## src/rtl/riscv_pkg.sv

```systemverilog
// Shared widths and ALU operation codes for the integer pipeline.
package riscv_pkg;

  localparam int XLEN       = 32;
  localparam int REG_ADDR_W = 5;
  localparam int ALU_CTRL_W = 3;

  typedef enum logic [ALU_CTRL_W-1:0] {
    ALU_ADD = 3'b000,
    ALU_SUB = 3'b001,
    ALU_SRA = 3'b010,
    ALU_SLL = 3'b011,
    ALU_SRL = 3'b100,
    ALU_AND = 3'b101,
    ALU_XOR = 3'b110
  } alu_ctrl_e;

  // A result bus hits a source operand only if it writes, the index matches,
  // and the index is not x0 (x0 is hardwired and must never be replaced).
  function automatic logic addr_hit(
    input logic                  we,
    input logic [REG_ADDR_W-1:0] bus_rd,
    input logic [REG_ADDR_W-1:0] src
  );
    return we && (bus_rd == src) && (src != '0);
  endfunction

endpackage

```

## src/rtl/fwd_mux.sv

```systemverilog
// Per-operand forwarding select: EX/MEM result beats writeback result,
// which beats the value held in the ID/EX register.
module fwd_mux
  import riscv_pkg::*;
(
  input  logic [REG_ADDR_W-1:0] i_src_addr,
  input  logic [XLEN-1:0]       i_stored_val,
  input  logic                  i_exm_reg_write,
  input  logic [REG_ADDR_W-1:0] i_exm_rd,
  input  logic [XLEN-1:0]       i_exm_result,
  input  logic                  i_wb_reg_write,
  input  logic [REG_ADDR_W-1:0] i_wb_rd,
  input  logic [XLEN-1:0]       i_wb_result,
  output logic [XLEN-1:0]       o_sel_val
);

  // Priority select, fully combinational.
  always_comb begin
    o_sel_val = i_stored_val;
    if (addr_hit(i_exm_reg_write, i_exm_rd, i_src_addr)) begin
      o_sel_val = i_exm_result;
    end else if (addr_hit(i_wb_reg_write, i_wb_rd, i_src_addr)) begin
      o_sel_val = i_wb_result;
    end
  end

endmodule

```

## src/rtl/id_ex_stage.sv

```systemverilog
// ID/EX pipeline register: single-entry valid/ready stage with flush,
// operand forwarding and writeback snooping of held operands.
// Build option: define ID_EX_FWD_EN to enable forwarding and snooping;
// without it operands come only from the values captured at accept.
module id_ex_stage
  import riscv_pkg::*;
(
  input  logic                  clk,
  input  logic                  rst_n,
  input  logic                  in_valid,
  output logic                  in_ready,
  input  logic [XLEN-1:0]       rs1_data,
  input  logic [XLEN-1:0]       rs2_data,
  input  logic [XLEN-1:0]       imm,
  input  logic [REG_ADDR_W-1:0] rs1_addr,
  input  logic [REG_ADDR_W-1:0] rs2_addr,
  input  logic [REG_ADDR_W-1:0] rd_addr,
  input  logic [ALU_CTRL_W-1:0] alu_sel,
  input  logic                  use_imm,
  input  logic                  is_branch,
  input  logic                  reg_write,
  input  logic                  flush,
  input  logic [REG_ADDR_W-1:0] exm_rd,
  input  logic                  exm_reg_write,
  input  logic [XLEN-1:0]       exm_result,
  input  logic [REG_ADDR_W-1:0] wb_rd,
  input  logic                  wb_reg_write,
  input  logic [XLEN-1:0]       wb_result,
  output logic                  out_valid,
  input  logic                  out_ready,
  output logic [XLEN-1:0]       alu_a,
  output logic [XLEN-1:0]       alu_b,
  output logic [ALU_CTRL_W-1:0] alu_control,
  output logic [REG_ADDR_W-1:0] rd_out,
  output logic                  reg_write_out,
  output logic                  is_branch_out
);

  logic                  r_valid;
  logic [XLEN-1:0]       r_rs1_val;
  logic [XLEN-1:0]       r_rs2_val;
  logic [XLEN-1:0]       r_imm;
  logic [REG_ADDR_W-1:0] r_rs1_addr;
  logic [REG_ADDR_W-1:0] r_rs2_addr;
  logic [REG_ADDR_W-1:0] r_rd;
  logic [ALU_CTRL_W-1:0] r_alu_ctrl;
  logic                  r_use_imm;
  logic                  r_is_branch;
  logic                  r_reg_write;

  logic                  w_accept;
  logic [XLEN-1:0]       w_rs1_cap;
  logic [XLEN-1:0]       w_rs2_cap;
  logic [XLEN-1:0]       w_rs1_hold;
  logic [XLEN-1:0]       w_rs2_hold;
  logic [XLEN-1:0]       w_rs1_sel;
  logic [XLEN-1:0]       w_rs2_sel;

  assign in_ready = !r_valid || out_ready;
  assign w_accept = in_valid && in_ready && !flush;

`ifdef ID_EX_FWD_EN
  // A writeback landing on the accept edge or while the entry waits would
  // otherwise be lost, since the register file read already happened.
  assign w_rs1_cap  = addr_hit(wb_reg_write, wb_rd, rs1_addr)   ? wb_result : rs1_data;
  assign w_rs2_cap  = addr_hit(wb_reg_write, wb_rd, rs2_addr)   ? wb_result : rs2_data;
  assign w_rs1_hold = addr_hit(wb_reg_write, wb_rd, r_rs1_addr) ? wb_result : r_rs1_val;
  assign w_rs2_hold = addr_hit(wb_reg_write, wb_rd, r_rs2_addr) ? wb_result : r_rs2_val;

  fwd_mux u_fwd_rs1 (
    .i_src_addr      (r_rs1_addr),
    .i_stored_val    (r_rs1_val),
    .i_exm_reg_write (exm_reg_write),
    .i_exm_rd        (exm_rd),
    .i_exm_result    (exm_result),
    .i_wb_reg_write  (wb_reg_write),
    .i_wb_rd         (wb_rd),
    .i_wb_result     (wb_result),
    .o_sel_val       (w_rs1_sel)
  );

  fwd_mux u_fwd_rs2 (
    .i_src_addr      (r_rs2_addr),
    .i_stored_val    (r_rs2_val),
    .i_exm_reg_write (exm_reg_write),
    .i_exm_rd        (exm_rd),
    .i_exm_result    (exm_result),
    .i_wb_reg_write  (wb_reg_write),
    .i_wb_rd         (wb_rd),
    .i_wb_result     (wb_result),
    .o_sel_val       (w_rs2_sel)
  );
`else
  logic w_unused_fwd;

  assign w_rs1_cap  = rs1_data;
  assign w_rs2_cap  = rs2_data;
  assign w_rs1_hold = r_rs1_val;
  assign w_rs2_hold = r_rs2_val;
  assign w_rs1_sel  = r_rs1_val;
  assign w_rs2_sel  = r_rs2_val;
  // Forwarding buses and stored indices stay on the interface but go nowhere.
  assign w_unused_fwd = ^{exm_rd, exm_reg_write, exm_result,
                          wb_rd, wb_reg_write, wb_result,
                          r_rs1_addr, r_rs2_addr};
`endif

  // Entry occupancy: flush wins, then accept, then drain on out_ready.
  always_ff @(posedge clk or negedge rst_n) begin
    if (!rst_n) begin
      r_valid <= 1'b0;
    end else if (flush) begin
      r_valid <= 1'b0;
    end else if (w_accept) begin
      r_valid <= 1'b1;
    end else if (out_ready) begin
      r_valid <= 1'b0;
    end
  end

  // Field capture on accept; held operand values track writeback snoops.
  always_ff @(posedge clk or negedge rst_n) begin
    if (!rst_n) begin
      r_rs1_val   <= '0;
      r_rs2_val   <= '0;
      r_imm       <= '0;
      r_rs1_addr  <= '0;
      r_rs2_addr  <= '0;
      r_rd        <= '0;
      r_alu_ctrl  <= ALU_ADD;
      r_use_imm   <= 1'b0;
      r_is_branch <= 1'b0;
      r_reg_write <= 1'b0;
    end else if (w_accept) begin
      r_rs1_val   <= w_rs1_cap;
      r_rs2_val   <= w_rs2_cap;
      r_imm       <= imm;
      r_rs1_addr  <= rs1_addr;
      r_rs2_addr  <= rs2_addr;
      r_rd        <= rd_addr;
      r_alu_ctrl  <= alu_sel;
      r_use_imm   <= use_imm;
      r_is_branch <= is_branch;
      r_reg_write <= reg_write;
    end else if (r_valid) begin
      r_rs1_val   <= w_rs1_hold;
      r_rs2_val   <= w_rs2_hold;
    end
  end

  assign out_valid     = r_valid;
  assign alu_a         = w_rs1_sel;
  assign alu_b         = r_use_imm ? r_imm : w_rs2_sel;
  assign alu_control   = r_alu_ctrl;
  assign rd_out        = r_rd;
  assign reg_write_out = r_valid && r_reg_write;
  assign is_branch_out = r_valid && r_is_branch;

endmodule

```

## config.mk

```make
export PLATFORM = sky130hd
export DESIGN_NAME = id_ex_stage
export DESIGN_NICKNAME = d
export VERILOG_FILES = /design/src/rtl/riscv_pkg.sv /design/src/rtl/fwd_mux.sv /design/src/rtl/id_ex_stage.sv
export SDC_FILE = /design/constraint.sdc
export NUM_CORES = 1
export LEC_CHECK = 0
export ABC_AREA = 1
export BUFFER_PORTS_ARGS = -buffer_cell sky130_fd_sc_hd__buf_2
export CAP_MARGIN = 10
export CORE_ASPECT_RATIO = 1.75
export CORE_MARGIN = 8
export CORE_UTILIZATION = 47
export DETAILED_ROUTE_END_ITERATION = 16
export PLACE_DENSITY = 0.91
export SYNTH_ARGS = -nofsm -noshare
export SYNTH_HDL_FRONTEND = slang
export SYNTH_SLANG_ARGS = --single-unit
```

## constraint.sdc

```tcl
create_clock -name clk -period 2.3 [get_ports clk]
set_input_delay 0.115 -clock clk [delete_from_list [all_inputs] [get_ports clk]]
set_output_delay 0.115 -clock clk [all_outputs]
set_load 0.01 [all_outputs]
```

=== Word-level counts from Yosys, hierarchy flattened ===
Index checks and enable logic that the tools add are counted.

* Mux-type cells: 4
* Reduce and logical (&&, ||, !) cells: 8

{| class="wikitable"
|+ Operators with widths
! operator !! number
|-
| two-way mux 32 bit || 1
|-
| logical AND 1 bit || 4
|-
| two-way mux 1 bit || 3
|-
| nonzero test 3 bit || 1
|-
| logical NOT 1 bit || 2
|-
| logical OR 1 bit || 1
|}

* Register bits after elaboration: 108
* Input port bits: 198
* Output and inout bits: 76
* Word-level logic and storage cells: 21

=== Longest topological paths before layout ===
* Depth after elaboration: 6
* Mapped depth: 7
* Mapped depth without buffers: 5

=== Worst setup path before layout ===
No wires, ideal clock.

* Path type: register -> register
* Start: reg r_valid (netlist: out_valid)
* End: reg r_rs1_val[10] (netlist: alu_a[10])
* Library setup time: 0.117 ns
* Arrival time: 1.096 ns
* Required time: 2.183 ns
* Slack: 1.088 ns
* Cell stages (with the launch flop): 7
* Buffers on the path: 3
* Clock period less this slack: 1.212 ns
* Cells stage by stage: dfrtp_1 > nand2_1 > buf_4 > buf_2 > buf_4 > nand3_1 > nand2_1

* Cells in the longest elaborated chain, start to end: 4

{| class="wikitable"
|+ Ends and longest elaborated chain
! what !! line !! text
|-
| start, declared || id_ex_stage.sv:39 || <nowiki>logic r_valid;</nowiki>
|-
| start signal, assigned || id_ex_stage.sv:111 || <nowiki>r_valid <= 1'b0;</nowiki>
|-
| start signal, assigned || id_ex_stage.sv:113 || <nowiki>r_valid <= 1'b0;</nowiki>
|-
| start signal, assigned || id_ex_stage.sv:115 || <nowiki>r_valid <= 1'b1;</nowiki>
|-
| logical NOT 1 bit || id_ex_stage.sv:59 || <nowiki>assign in_ready = !r_valid || out_ready;</nowiki>
|-
| logical OR 1 bit || id_ex_stage.sv:59 ||
|-
| logical AND 1 bit (2 in a row) || id_ex_stage.sv:60 || <nowiki>assign w_accept = in_valid && in_ready && !flush;</nowiki>
|-
| end signal, assigned || id_ex_stage.sv:135 || <nowiki>r_rs1_val <= w_rs1_cap;</nowiki>
|-
| end signal, assigned || id_ex_stage.sv:146 || <nowiki>r_rs1_val <= w_rs1_hold;</nowiki>
|-
| end, declared || id_ex_stage.sv:40 || <nowiki>logic [XLEN-1:0] r_rs1_val;</nowiki>
|}

Every way passes these cells.
A chain may end at the register's enable or synchronous reset.

=== Final worst setup path ===
* Start: reg r_use_imm
* End: out alu_b[24]

* Cells in the longest elaborated chain, start to end: 1

{| class="wikitable"
|+ Ends and longest elaborated chain
! what !! line !! text
|-
| start, declared || id_ex_stage.sv:47 || <nowiki>logic r_use_imm;</nowiki>
|-
| start signal, assigned || id_ex_stage.sv:142 || <nowiki>r_use_imm <= use_imm;</nowiki>
|-
| two-way mux 32 bit || id_ex_stage.sv:153 || <nowiki>assign alu_b = r_use_imm ? r_imm : w_rs2_sel;</nowiki>
|-
| end, declared || id_ex_stage.sv:32 || <nowiki>output logic [XLEN-1:0] alu_b,</nowiki>
|}

Every way passes these cells.

==> out/qor_table.md <==
| Parameter | This run | Unit |
|:---|:---|:---|
| Result of the run | finished, final reports clean | - |
| Total CTS buffers | 9 | - |
| 1st-pass router iterations | 4 | - |
| Reg2reg setup slack | 0.90 | ns |
| Crit path buf inv count | 2 | - |
| Die area | 13,500 | um2 |
| Hold EP | rd_out[1]$_DFFE_PN0P_ | - |
| Worst slew pin tran | 0.819 | ns |
| Combined area of all synthesized cells | 4660 | um2 |
| Max Fclk | 568 | MHz |
| Synthesized net count | 774 | - |
| Number of library cell types mapped by synthesis | 13 | - |
| Setup repair after global routing missed its margin | no | - |
| Final critical path time including I/O delays and setup | 1.76 | ns |
| Port Buffer Count | 187 | - |
| Endpoint arrival time on the critical path | 1.65 | ns |
| Count of instances resized after the clock tree is built | 0 | - |
| Vias per cell | 4.98 | - |
| Register bit count reported by yosys | 108 | - |
| Initial detailed-routing violation count | 283 | - |
| DRC errors left | 0 | - |
| Hold/Removal Path Class | input port to flip-flop | - |
| Clock transition at path regs | 0.07 | ns |
| Power density over the cells | 762 | nW/um2 |
| Vias | 4,504 | - |
| CP Data Required Time | 2.18 | ns |
| Area of the multi-input gates | 1670 | um2 |
| Final Net Count | 973 | - |
| Startpoint of the worst-slack reg-to-reg timing path | out_valid$_DFFE_PN0P_ | - |
| Hold depth | 3 | - |
| Antenna Violating Nets Remaining | 0 | - |
| Max H-tree Level | 3 | - |
| I/O pin total | 274 | - |
| Via count of the first global-routing pass | 4,541 | - |
| Layout overhead on the synthesized area | 35.8 | % |
| Clock insertion delay at the later pin of the skew report | 0.33 | ns |
| Routability-driven placement congestion ratio | 0.785 | - |
| Max-slew headroom at the worst pin | 45.4 | % |
| Maximum number of pins on one net before global-route repair | 108 | - |
| DIE WIDTH | 91.3 | um |
| GRT overflow | 0 | - |
| Capturing point of the worst reg2reg path | alu_a[24]$_DFFE_PN0P_ | - |
| Leak | 3.60 | nW |
| Longest individual stage delay on the worst path | 0.70 | ns |
| Maximum Capacitance Violations | 0 | - |
| Slowest library cell on the worst path | dfrtp_2 | - |
| Met2 routed wirelength | 6960 | um |
| Crit path launch type | flip-flop | - |
| Crit end category | output pin | - |
| Std-Cell Core Area | 9790 | um2 |
| Combined flip-flop and latch cell area | 2700 | um2 |
| VDD IR max | 0.395 | mV |
| Wire length reported by the detailed router | 13,500 | um |
| Total number of placement rows | 48 | - |
| Worst-path fanout max | 33 | - |
| Worst min-delay path startpoint | rd_addr[1] | - |
| Clk buf depth | 2 | - |
| Final worst-path cycle share | 76.6 | % |
| Clk Tree Root Cell | clkbuf_16 | - |
| Setup-violating endpoint count in the final report | 0 | - |
| CTS sink count | 108 | - |
| Die span in y | 148 | um |
| Number of max-slew violations in the final report | 0 | - |
| WL/cell | 15.0 | um |
| Number of warning messages in the yosys log | 0 | - |
| Avg Cell Area, Syn | 8.10 | um2 |
| Initial Utilization | 47.6 | % |
| Proportion of layout cells with a drive suffix above 1 | 27.3 | % |
| Final count of hold timing violations | 0 | - |
| Uppermost routed layer | met4 | - |
| Critical path cell sequence | buf_12 -> nand2_1 -> o21ai_0 -> buf_2 | - |
| CTS tree | done | - |
| Length of routed wiring on met1 | 5210 | um |
| Final Skew | 0.00731 | ns |
| Seq/Total Area, Yosys | 57.9 | % |
| # Post-CTS Setup Buffers | 0 | - |
| Initial antenna violation count | 0 | - |
| Crit-path leading delay family | flip-flops | - |
| Global-route wire length before repair | 22,100 | um |
| Tightest hold margin | 0.0111 | ns |
| Fill cell instance count of the final layout | 804 | - |
| Worst reg-to-reg path cell count | 4 | - |
| Detailed route wirelength on metal3 | 1010 | um |
| Post-detail-place hpwl | 8650 | um |
| Overall Global Routing Usage | 20.2 | % |
| Gate Count Post-Synth | 576 | - |
| Diode count | 0 | - |
| Post-Route Setup TNS | 0 | ns |
| CP Class | flip-flop to output pin | - |
-- tightest hold or removal path: stages --
cell and delay [ns]:
buf_2 0.07, nand3_1 0.06, nand2_1 0.06
-- per-stage QoR --
stage / std cells / utilization, % / area (um2) / total power, W / setup WS (ns)
2_1_floorplan: 576 / - / 4660 / 0.00288 / 1.09
3_3_place_gp: 853 / 58.2 / 5690 / 0.00335 / 0.870
3_5_place_dp: 853 / 58.2 / 5690 / 0.00339 / 0.874
4_1_cts: 903 / 64.5 / 6310 / 0.00488 / 0.506
5_1_grt: 905 / 64.7 / 6330 / 0.00513 / 0.425
6_report: 905 / 64.7 / 6330 / 0.00483 / 0.539
-- cells in the mapped netlist --
master / count / area share (%)
a21oi_1: 1 / 0.11
buf_1: 3 / 0.24
buf_2: 10 / 1.1
buf_4: 2 / 0.32
clkbuf_1: 26 / 2.1
dfrtp_1: 108 / 58
inv_1: 35 / 2.8
inv_2: 1 / 0.080
nand2_1: 249 / 20
nand2_2: 1 / 0.13
nand3_1: 107 / 11
nor2_4: 1 / 0.24
o21ai_0: 32 / 3.4
-- logic make-up (layout without fill, tap and decap cells) --
family / count (synthesis) / count (layout) / synth area share, %
AO/OA/AOI/OAI: 33 / 33 / 3.54
buffers and inverters: 77 / 281 / 6.63
flip-flops: 108 / 108 / 57.9
AND/OR/NAND/NOR: 358 / 358 / 31.9
-- cell type report --
type                       count  area share (%)
clock buffer                  11            3.83
clock inverter                 5           0.593
inverter                      36            2.13
multi-input combinational    391            26.3
sequential                   108            42.7
tap                          125            2.47
timing repair buffer         229            22.0
-- cells in the final DEF (no fill, tap or decap), types with 3 or more instances in the layout --
| cell | netlist | final |
|---|---|---|
| buf_2 | 10 | 186 |
| dfrtp_1 | 108 | 107 |
| nand2_1 | 249 | 248 |
| o21ai_0 | 32 | 32 |
| nand3_1 | 107 | 107 |
| buf_4 | 2 | 3 |
| dlygate4sd3_1 | 0 | 36 |
| clkbuf_16 | 0 | 9 |
| buf_12 | 0 | 4 |
| inv_1 | 35 | 35 |
-- routing by layer --
layer  track usage [%]  vias to the layer above
li1                  -                     2201
met1              22.3                     2084
met2              34.0                      191
met3              7.57                       28
met4              8.24                        0
met5                 0                        -
-- repair_timing --
item / 4_1_cts / 5_1_grt
endpoints found under the hold margin: 96 / 2
hold buffers: 34 / 2
endpoints found under the setup margin: 0 / 0
-- where the power goes --
| part | switching [W] | leakage (nW) | internal (W) | total, W |
|---|---|---|---|---|
| combinational | 0.000614 | 2.14 | 0.000444 | 0.00106 |
| sequential | 0.000166 | 1.34 | 0.00217 | 0.00234 |
| clock | 0.000666 | 0.132 | 0.000766 | 0.00143 |
-- registers in the layout, indices dropped and copies added, names as in the netlist --
register,cells
r_rs2_val,32
out_valid,1
alu_control,3
r_reg_write,1
r_use_imm,1
r_is_branch,1
r_imm,32
alu_a,32
rd_out,5
-- worst max-delay path by stage --
stage,slack [ns],cells past startpoint,startpoint,to
finish,0.54,4,r_use_imm$_DFFE_PN0P_,alu_b[24]
global route,0.42,4,r_use_imm$_DFFE_PN0P_,alu_b[22]
CTS,0.51,4,r_use_imm$_DFFE_PN0P_,alu_b[24]
detailed placement,0.87,4,r_use_imm$_DFFE_PN0P_,alu_b[24]
global placement,0.87,4,r_use_imm$_DFFE_PN0P_,alu_b[24]
floorplan,1.09,6,out_valid$_DFFE_PN0P_,alu_a[10]$_DFFE_PN0P_
No activity file was read; power rests on OpenSTA's default activity.
